===== src/rtl/ram_readout.sv =====
// Read-back engine for the capture RAM: walks addresses 1..wr_count, streams each
// word over valid/ready and folds every delivered word into an 8-bit MISR signature.
module ram_readout #(
    parameter int AW = 8,
    parameter int DW = 8
) (
    input  logic          clk,
    input  logic          rst_n,
    input  logic          start,
    input  logic [AW-1:0] wr_count,
    output logic [AW-1:0] rd_addr,
    input  logic [DW-1:0] rd_data,
    output logic [DW-1:0] out_data,
    output logic          out_valid,
    input  logic          out_ready,
    output logic          busy,
    output logic          done,
    output logic          empty,
    output logic [DW-1:0] signature
);

    typedef enum logic [1:0] {IDLE, FETCH, SEND, DONE} state_t;

    // Feedback taps of x^8+x^4+x^3+x^2+1; the polynomial only exists for DW = 8.
    localparam logic [DW-1:0] POLY = DW'(8'h1D);

    state_t        state_reg, state_next;
    logic [AW-1:0] rd_addr_reg, rd_addr_next;
    logic [AW-1:0] end_addr_reg, end_addr_next;
    logic [DW-1:0] out_data_reg, out_data_next;
    logic [DW-1:0] sig_reg, sig_next;
    logic          out_valid_reg, out_valid_next;
    logic          busy_reg, busy_next;
    logic          empty_reg, empty_next;
    logic [DW-1:0] misr_val;

    // One MISR step: shift left, fold the MSB back through the taps, xor in the word.
    for (genvar gi = 0; gi < DW; gi++) begin : g_misr
        if (gi == 0) begin : g_lsb
            assign misr_val[gi] = (sig_reg[DW-1] & POLY[gi]) ^ out_data_reg[gi];
        end else begin : g_bit
            assign misr_val[gi] = sig_reg[gi-1] ^ (sig_reg[DW-1] & POLY[gi]) ^ out_data_reg[gi];
        end
    end

    always_ff @(posedge clk or negedge rst_n) begin
        if (!rst_n) begin
            state_reg     <= IDLE;
            rd_addr_reg   <= '0;
            end_addr_reg  <= '0;
            out_data_reg  <= '0;
            sig_reg       <= '0;
            out_valid_reg <= 1'b0;
            busy_reg      <= 1'b0;
            empty_reg     <= 1'b0;
        end else begin
            state_reg     <= state_next;
            rd_addr_reg   <= rd_addr_next;
            end_addr_reg  <= end_addr_next;
            out_data_reg  <= out_data_next;
            sig_reg       <= sig_next;
            out_valid_reg <= out_valid_next;
            busy_reg      <= busy_next;
            empty_reg     <= empty_next;
        end
    end

    always_comb begin
        state_next     = state_reg;
        rd_addr_next   = rd_addr_reg;
        end_addr_next  = end_addr_reg;
        out_data_next  = out_data_reg;
        sig_next       = sig_reg;
        out_valid_next = out_valid_reg;
        busy_next      = busy_reg;
        empty_next     = empty_reg;

        unique case (state_reg)
            IDLE: begin
                if (start) begin
                    sig_next = '0;
                    if (wr_count != '0) begin
                        end_addr_next = wr_count;
                        rd_addr_next  = AW'(1);
                        empty_next    = 1'b0;
                        busy_next     = 1'b1;
                        state_next    = FETCH;
                    end else begin
                        empty_next = 1'b1;
                        state_next = DONE;
                    end
                end
            end
            FETCH: begin
                out_data_next  = rd_data;
                out_valid_next = 1'b1;
                state_next     = SEND;
            end
            SEND: begin
                if (out_ready) begin
                    out_valid_next = 1'b0;
                    sig_next       = misr_val;
                    // end_addr bounds the walk, so rd_addr never wraps back to 0.
                    if (rd_addr_reg == end_addr_reg) begin
                        busy_next  = 1'b0;
                        state_next = DONE;
                    end else begin
                        rd_addr_next = rd_addr_reg + AW'(1);
                        state_next   = FETCH;
                    end
                end
            end
            DONE: begin
                state_next = IDLE;
            end
            default: begin
                state_next = IDLE;
            end
        endcase
    end

    assign rd_addr   = rd_addr_reg;
    assign out_data  = out_data_reg;
    assign out_valid = out_valid_reg;
    assign busy      = busy_reg;
    assign done      = (state_reg == DONE);
    assign empty     = empty_reg;
    assign signature = sig_reg;

endmodule


===== config.mk =====
export PLATFORM = sky130hd
export DESIGN_NAME = ram_readout
export DESIGN_NICKNAME = d
export VERILOG_FILES = /design/src/rtl/ram_readout.sv
export SDC_FILE = /design/constraint.sdc
export NUM_CORES = 1
export LEC_CHECK = 0
export BUFFER_PORTS_ARGS = -buffer_cell sky130_fd_sc_hd__buf_2
export CAP_MARGIN = 20
export CORE_AREA = 4 4 69 71
export CTS_BUF_LIST = sky130_fd_sc_hd__clkbuf_8 sky130_fd_sc_hd__clkbuf_16
export DETAILED_ROUTE_END_ITERATION = 12
export DIE_AREA = 0 0 73 75
export PLACE_DENSITY = 0.68
export SLEW_MARGIN = 20
export SYNTH_ARGS = -nofsm -noshare
export SYNTH_HDL_FRONTEND = slang
export SYNTH_SLANG_ARGS = --single-unit

===== constraint.sdc =====
create_clock -name clk -period 2.29 [get_ports clk]
set_clock_uncertainty 0.2 [all_clocks]
set_input_delay 0.229 -clock clk [delete_from_list [all_inputs] [get_ports clk]]
set_output_delay 0.229 -clock clk [all_outputs]
set_load 0.02 [all_outputs]

After elaboration in Yosys (flattened, before gate mapping):

Cells that the tools add are included.

* register bits: 37
* bits of input ports: 20
* output and inout port bits: 28
* logic and storage cells: 61

* add/subtract/negate cells: 1
* equality and inequality tests: 9
* multiplexer cells: 21
* bitwise logic cells: 11
* reductions and logical operators: 11

Operator list (count)
* $mux W8: 6
* $pmux W8 S2: 2
* $xor A1 B1 Y1: 11
* $ne A2 B2 Y1 const B: 5
* $reduce_and A5 Y1: 2
* $add A8 B1 Y8 const B: 1
* $eq A8 B8 Y1: 1
* $mux W2: 4
* $pmux W2 S4: 1
* $reduce_bool A8 Y1: 1
* $mux W1: 6
* $reduce_and A2 Y1: 3
* $reduce_and A3 Y1: 2
* $eq A2 B2 Y1 const B: 2
* $pmux W1 S2: 2
* $reduce_bool A2 Y1: 2
* $eq A2 B1 Y1 const B: 1
* $logic_not A2 Y1: 1

Longest topological paths before layout:

Gate-level depths: netlist (run 1).

* depth after elaboration: 4
* gate-level depth with buffers: 6
* mapped depth without buffers: 6

Worst setup path before layout (run 1):

OpenSTA, ideal clock, no wires.

* kind: flip-flop to flip-flop
* start point: reg rd_addr_reg[7], in the netlist rd_addr[7]
* end point: reg rd_addr_reg[7], in the netlist rd_addr[7]
* library setup time: 0.126 ns
* arrival: 1.636 ns
* required time: 1.964 ns
* slack: 0.328 ns
* cell stages (with the launch flop): 6
* path buffers: 0
* clock period less this slack: 1.962 ns
* cells stage by stage: dfrtp_1 -> xor2_1 -> nor4_4 -> nand2_2 -> a32o_1 -> a311o_1

* word-level cells in the longest chain between the ends: 4
* elaborated cells on any way between the ends: 7
* classes of those cells: add/sub (1); eq/ne (2); mux (3); reduce/logical (1)

RTL lines
* start: declaration: line 28 `logic [AW-1:0] rd_addr_reg, rd_addr_next;`
* start signal: assignment: line 58 `rd_addr_reg <= rd_addr_next;`
* $add A8 B1 Y8: line 108 `rd_addr_next = rd_addr_reg + AW'(1);`
* $mux W8: line 104 `if (rd_addr_reg == end_addr_reg) begin`
* $mux W8: line 100 `if (out_ready) begin`
* $pmux W8 S2: line 78 `unique case (state_reg)`

Several ways; a longest one is shown, not always the timed one. The select of a mux whose other input is x is not followed.
A chain may end at the register's enable or synchronous reset.

Worst setup path in the final report (run 1):

* start point: in wr_count[6]
* end point: reg end_addr_reg[5]

* word-level cells in the longest chain between the ends: 2

RTL lines
* start: declaration: line 10 `input logic [AW-1:0] wr_count,`
* $reduce_bool A8 Y1: line 82 `if (wr_count != '0) begin`
* $reduce_and A3 Y1 (no line)
* end signal: assignment: line 59 `end_addr_reg <= end_addr_next;`
* end: declaration: line 29 `logic [AW-1:0] end_addr_reg, end_addr_next;`

Every way passes these cells.

==> flow_summary.json, run 1 <==
{
  "r2r_end": "rd_addr[5]",
  "wl_met2_um": 2260,
  "endpoint": "end_addr_reg[5]",
  "tns_ps": 0,
  "grt_first_pass_wirelength_um": 7090,
  "synth.distinct_cells": 41,
  "crit_path_end_kind": "register",
  "slowest_delay_ps": 540,
  "nets": 272,
  "rsz0062_at_grt": "false",
  "cp_common_cell": "buf_4",
  "grt_max_degree": 38,
  "syn_inst": 178,
  "clockBufferDepth": 2,
  "ctsRootBufferMaster": "clkbuf_8",
  "cts_tree": "done",
  "worstHoldPathType": "input pin to register",
  "portBuffers": 47,
  "avgSynthCellArea_um2": 10.2,
  "routed_wl_um": 4450,
  "critPathLaunchType": "input pin",
  "dp_hpwl_um": 3080,
  "htree_num_levels": 2,
  "synth_ff_type": "dfrtp_1",
  "fp.dieW_um": 73,
  "ir_drop_uv": 515,
  "dieArea_um2": 5480,
  "fillers": 375,
  "antenna_found_initial": 0,
  "total_power_mw": 3.03,
  "dp.cells": 279,
  "crit_chain": "dlygate4sd3_1 > buf_2 > nor4_1 > buf_4 > nand3_1 > nand2_1 > buf_4 > a22o_1",
  "drt_first_iter_violations": 111,
  "final_layout_size_suffix_gt1_share_pct": 30.7,
  "fin_cells": 303,
  "wl_per_cell_um": 14.7,
  "syn2layout_area_growth_pct": 32.6,
  "critPathMaxFanout": 7,
  "die_height_um": 75,
  "synth-seq-cells": 37,
  "initial_core_util_pct": 42.9,
  "worst_ep_required_time_ps": 2310,
  "yosys-top-cells-count": "nand2_1 (42), dfrtp_1 (37), xor2_1 (11)",
  "synth_top_cell_by_area": "dfrtp_1",
  "path_clk_slew_ps": 70,
  "place.gp.congestion": 0.867,
  "wl_met1_um": 1910,
  "io-pin-count": 48,
  "timing.final.crit_share_pct": 91.7,
  "post_cts_buffers": 0,
  "crit_type": "input pin to register",
  "cts_resized": 0,
  "synth_nets": 199,
  "grt_pass1_vias": 1452,
  "max_freq_mhz": 476,
  "crit_slowest_cell": "dlygate4sd3_1",
  "cts_buffers": 5,
  "clk_latency_ps": 280,
  "slew-limit-headroom_pct": 44.6,
  "core_region_area_um2": 4230,
  "timing.rr.start": "rd_addr[2]",
  "final_hold_viol_count": 0,
  "cts_sinks": 37,
  "cap_violations": 0,
  "firstDrtPassIters": 4,
  "yosysSeqAreaShare_pct": 51.0,
  "ant_nets": 0,
  "drv_slew": 0,
  "synth.area.top_cells": "dfrtp_1 (51%), nand2_1 (8.7%), xor2_1 (5.3%), mux2_2 (5.0%), xnor2_1 (3.9%)",
  "num_vias": 1555,
  "period_minus_slack_ps": 2100,
  "vias_per_cell": 5.13,
  "drc": 0,
  "finalSetupViolCount": 0,
  "dr_wl_met3_um": 219,
  "cts_hold_buf": 17,
  "synth_top_area_share_pct": 51.0,
  "synth_edf_count": 0,
  "synth_most_common_cell": "nand2_1",
  "synth_warnings": 0,
  "diodes": 0,
  "top_layer": "met4",
  "grt_usage_pct": 16.9,
  "syn_area_um2": 1820,
  "regToRegSetupSlack_ps": 280,
  "grt-ovfl-total": 0,
  "p_per_area_nw_per_um2": 1260,
  "rows": 24,
  "p_leak_nw": 1.19,
  "r2r_cells": 5,
  "critPathArrivalTime_ps": 2120,
  "tightest_slew_ps": 831,
  "synthArstFlopShare_pct": 100,
  "cp-startpoint": "wr_count[6]",
  "status": "finished, final reports clean"
}
-- per-stage QoR --
| step | hold WS (ps) | area (um^2) | util, % | setup WS (ps) |
|---|---|---|---|---|
| finish | 60.8 | 2410 | 56.9 | 190 |
| detailed placement | 180 | 2150 | 50.9 | 284 |
| global route | 64.1 | 2410 | 56.9 | 84.6 |
| CTS | 65.6 | 2410 | 56.9 | 217 |
| floorplan | -267 | 1820 | - | 328 |
| global placement | 173 | 2150 | 50.9 | 329 |
-- worst min-delay path by stage --
stage	from	to	slack [ps]	depth (start not counted)
2_1_floorplan	rst_n	busy	-270	0
3_3_place_gp	rst_n	out_data[1]	170	1
3_5_place_dp	rst_n	out_data[1]	180	1
4_1_cts	start	state_reg[1]	70	3
5_1_grt	start	state_reg[1]	60	3
6_report	start	state_reg[1]	60	3
-- routing by layer --
layer | GRT usage [%] | vias up
met1 | 23.1 | 748
met4 | 5.53 | 0
li1 | - | 758
met2 | 27.1 | 43
met5 | 0 | -
met3 | 3.47 | 6
-- worst max-delay path, delay by kind of cell --
kind | cells | cell delay (ps)
and+or+nand+nor | 3 | 730
AOI/OAI and AO/OA | 1 | 120
buffers and inverters | 4 | 1040
-- where the power goes --
| group | internal (mW) | switching, mW |
|---|---|---|
| sequential | 0.914 | 0.262 |
| combinational | 0.616 | 0.794 |
| clock | 0.234 | 0.212 |
-- layout by cell type, fill, tap and decap left out, drive strengths merged, types with 2 or more instances in the layout --
master / count
clkbuf: 6
nand3: 7
o21ai: 11
inv: 2
o211ai: 2
a22o: 2
nor4: 6
nor3: 2
nand2: 43
a21oi: 3
buf: 56
xor2: 11
a31oi: 2
xnor2: 8
nor3b: 2
and2: 2
dfrtp: 37
nor2: 5
dlygate4sd3: 17
mux2: 8
a22oi: 2
-- final cells by class --
class / instances / area, um^2 / share of cell area, %
inverters: 1 / 3.75 / 0.156
flip-flops and latches: 37 / 926 / 38.4
clock inverters: 1 / 3.75 / 0.156
multi-input cells: 133 / 856 / 35.5
repair buffers: 73 / 473 / 19.6
clock buffers: 6 / 82.6 / 3.43
well taps: 52 / 65.1 / 2.70
-- cell families (layout without fill, tap and decap cells) --
logic type	Yosys count	count (layout)	share of synthesized area, %
mux	8	8	4.96
buf+inv	8	81	1.93
simple gates	75	75	21.2
flops	37	37	51.0
compound gates	30	30	11.1
xor+xnor	19	19	9.16
fa+ha+maj	1	1	0.689
(Power assumes the default switching activity.)
==> inputs of run 2 (changes only) <==
--- a/config.mk
+++ b/config.mk
@@ -12,6 +12,7 @@
 export DETAILED_ROUTE_END_ITERATION = 12
 export DIE_AREA = 0 0 73 75
 export PLACE_DENSITY = 0.68
+export SETUP_SLACK_MARGIN = 0.4
 export SLEW_MARGIN = 20
 export SYNTH_ARGS = -nofsm -noshare
 export SYNTH_HDL_FRONTEND = slang
==> run 2 against run 1 <==
  * Via count grew 1.2%
  * Combinational power grew 4%
  * First-iteration DRC count shrank 20%
  * Flip-flop and latch count is the same
  * Worst hold slack lost 2.8 ps
  * Fmax grew 9.9%
  * Die area is the same
  * Clock power grew 2%
  * Count of clock-buffer cells in the layout is the same
  * Setup slack gained 190 ps
  * Total power grew 2.5%
  * Sequential power is essentially flat
  * Critical endpoint is now rd_addr[7]
  * Highest routed layer unchanged
==> flow_summary.json, run 2 (synthesis gave the netlist of run 1 again) <==
{
  "cap_violations": 0,
  "p_per_area_nw_per_um2": 1270,
  "path_clk_slew_ps": 70,
  "grt_max_degree": 38,
  "layout_commonest_cell": "buf_2",
  "portBuffers": 47,
  "final_cell_mix": "buf_2 (47), nand2_1 (41), dfrtp_1 (31), dlygate4sd3_1 (17), buf_4 (11)",
  "worst_ep_required_time_ps": 2250,
  "htree_num_levels": 2,
  "clockBufferDepth": 2,
  "initial_core_util_pct": 42.9,
  "tightest_slew_ps": 520,
  "slowest_delay_ps": 450,
  "tns_ps": 0,
  "grt-ovfl-total": 0,
  "finalSetupViolCount": 0,
  "r2r_cells": 6,
  "crit_chain": "and2b_4 > a21oi_2 > inv_2 > nand2_2 > a32o_1 > a311o_1",
  "clk_latency_ps": 290,
  "ant_nets": 0,
  "drc": 0,
  "cp_num_buf_inv": 1,
  "critPathArrivalTime_ps": 1880,
  "post-route-util_pct": 58.0,
  "ir_drop_uv": 493,
  "r2r_end": "rd_addr[7]",
  "status": "finished, final reports clean",
  "place.gp.congestion": 0.842,
  "p_leak_nw": 1.20,
  "crit_slowest_cell": "dfrtp_2",
  "die_height_um": 75,
  "fin_ws_ps": 378,
  "fp.dieW_um": 73,
  "vias_per_cell": 5.14,
  "final_hold_viol_count": 0,
  "critPathTopFamily": "compound AO/OA/AOI/OAI gates",
  "cts_buffers": 5,
  "firstDrtPassIters": 4,
  "cts_sinks": 37,
  "rsz0062_at_grt": "true",
  "dieArea_um2": 5480,
  "core_region_area_um2": 4230,
  "diodes": 0,
  "grt_usage_pct": 17.4,
  "syn2layout_area_growth_pct": 35.1,
  "critPathLaunchType": "register",
  "period_minus_slack_ps": 1910,
  "io-pin-count": 48,
  "fin_cells": 306,
  "ctsRootBufferMaster": "clkbuf_8",
  "pre_cts_ws_ps": 282,
  "rows": 24,
  "crit_path_end_kind": "register",
  "hold_depth": 3,
  "dp_hpwl_um": 3020,
  "num_vias": 1574,
  "timing.rr.start": "state_reg[0]",
  "routed_wl_um": 4470,
  "wl_per_cell_um": 14.6,
  "dp.cells": 278,
  "drv_slew": 0,
  "worstHoldStart": "start",
  "antenna_found_initial": 0,
  "regToRegSetupSlack_ps": 380,
  "nets": 274,
  "max_freq_mhz": 523,
  "critPathMaxFanout": 9,
  "slew-limit-headroom_pct": 65.3,
  "final_layout_size_suffix_gt1_share_pct": 35.0,
  "grt_pass1_vias": 1452,
  "drt_first_iter_violations": 89,
  "timing.final.crit_share_pct": 83.5,
  "cts_tree": "done",
  "worstHoldPathType": "input pin to register",
  "grt_first_pass_wirelength_um": 7200,
  "crit_type": "register to register",
  "worst_hold_path.endpoint": "state_reg[1]"
}
==> run 2: worst register-to-register path, delay by kind of cell, from the launching register on <==
kind	cells	cell delay [ps]
AND/OR/NAND/NOR	2	440
flip-flops	1	450
AO/OA/AOI/OAI	3	620
buffers and inverters	1	80
==> run 2: worst max path at each step <==
stage,start,endpoint,slack (ps),depth (start not counted)
after global routing,rd_addr[0],rd_addr[7],300,5
final,state_reg[0],rd_addr[7],380,6
after CTS,rd_addr[2],rd_addr[7],360,5
after global placement,state_reg[0],rd_addr[7],310,6
after floorplan,rd_addr[7],rd_addr[7],370,5
after detailed placement,rd_addr[2],rd_addr[7],280,5
==> run 2: stage by stage <==
| stage | cell area (um^2) | power, mW | hold slack [ps] |
|---|---|---|---|
| floorplan | 1820 | 2.14 | -267 |
| global placement | 2150 | 2.55 | 104 |
| detailed placement | 2150 | 2.58 | 105 |
| CTS | 2430 | 3.09 | 57.9 |
| global route | 2450 | 3.34 | 90.7 |
| finish | 2450 | 3.11 | 58.0 |
==> run 2: power breakdown <==
| group | switching, mW | total [mW] | internal [mW] |
|---|---|---|---|
| sequential | 0.279 | 1.20 | 0.919 |
| combinational | 0.814 | 1.46 | 0.641 |
| clock | 0.219 | 0.456 | 0.236 |
| total | 1.31 | 3.11 | 1.80 |
==> run 2: layout make-up <==
class / count / area, um^2
repair buffers: 75 / 488
inverters: 1 / 3.75
flip-flops and latches: 37 / 933
well taps: 52 / 65.1
clock buffers: 6 / 82.6
fillers: 369 / 1780
multi-input cells: 133 / 875
clock inverters: 2 / 7.51
==> run 2: metal layers <==
metal,global-route usage [%],vias up,part of all wire [%]
met5,0,-,0
li1,-,774,-
met4,5.53,0,1.2
met3,4.27,6,4.6
met1,25.0,749,46
met2,25.9,45,48
==> run 2: timing repair <==
| item | CTS | global route |
|---|---|---|
| pin swaps | 1 | 3 |
| cloned | 0 | 0 |
| gates resized for setup | 5 | 3 |
| buffers inserted | 1 | 2 |
| endpoints found under the hold margin | 53 | 0 |
| setup endpoints to repair | 5 | 4 |
| hold buffers | 17 | 0 |
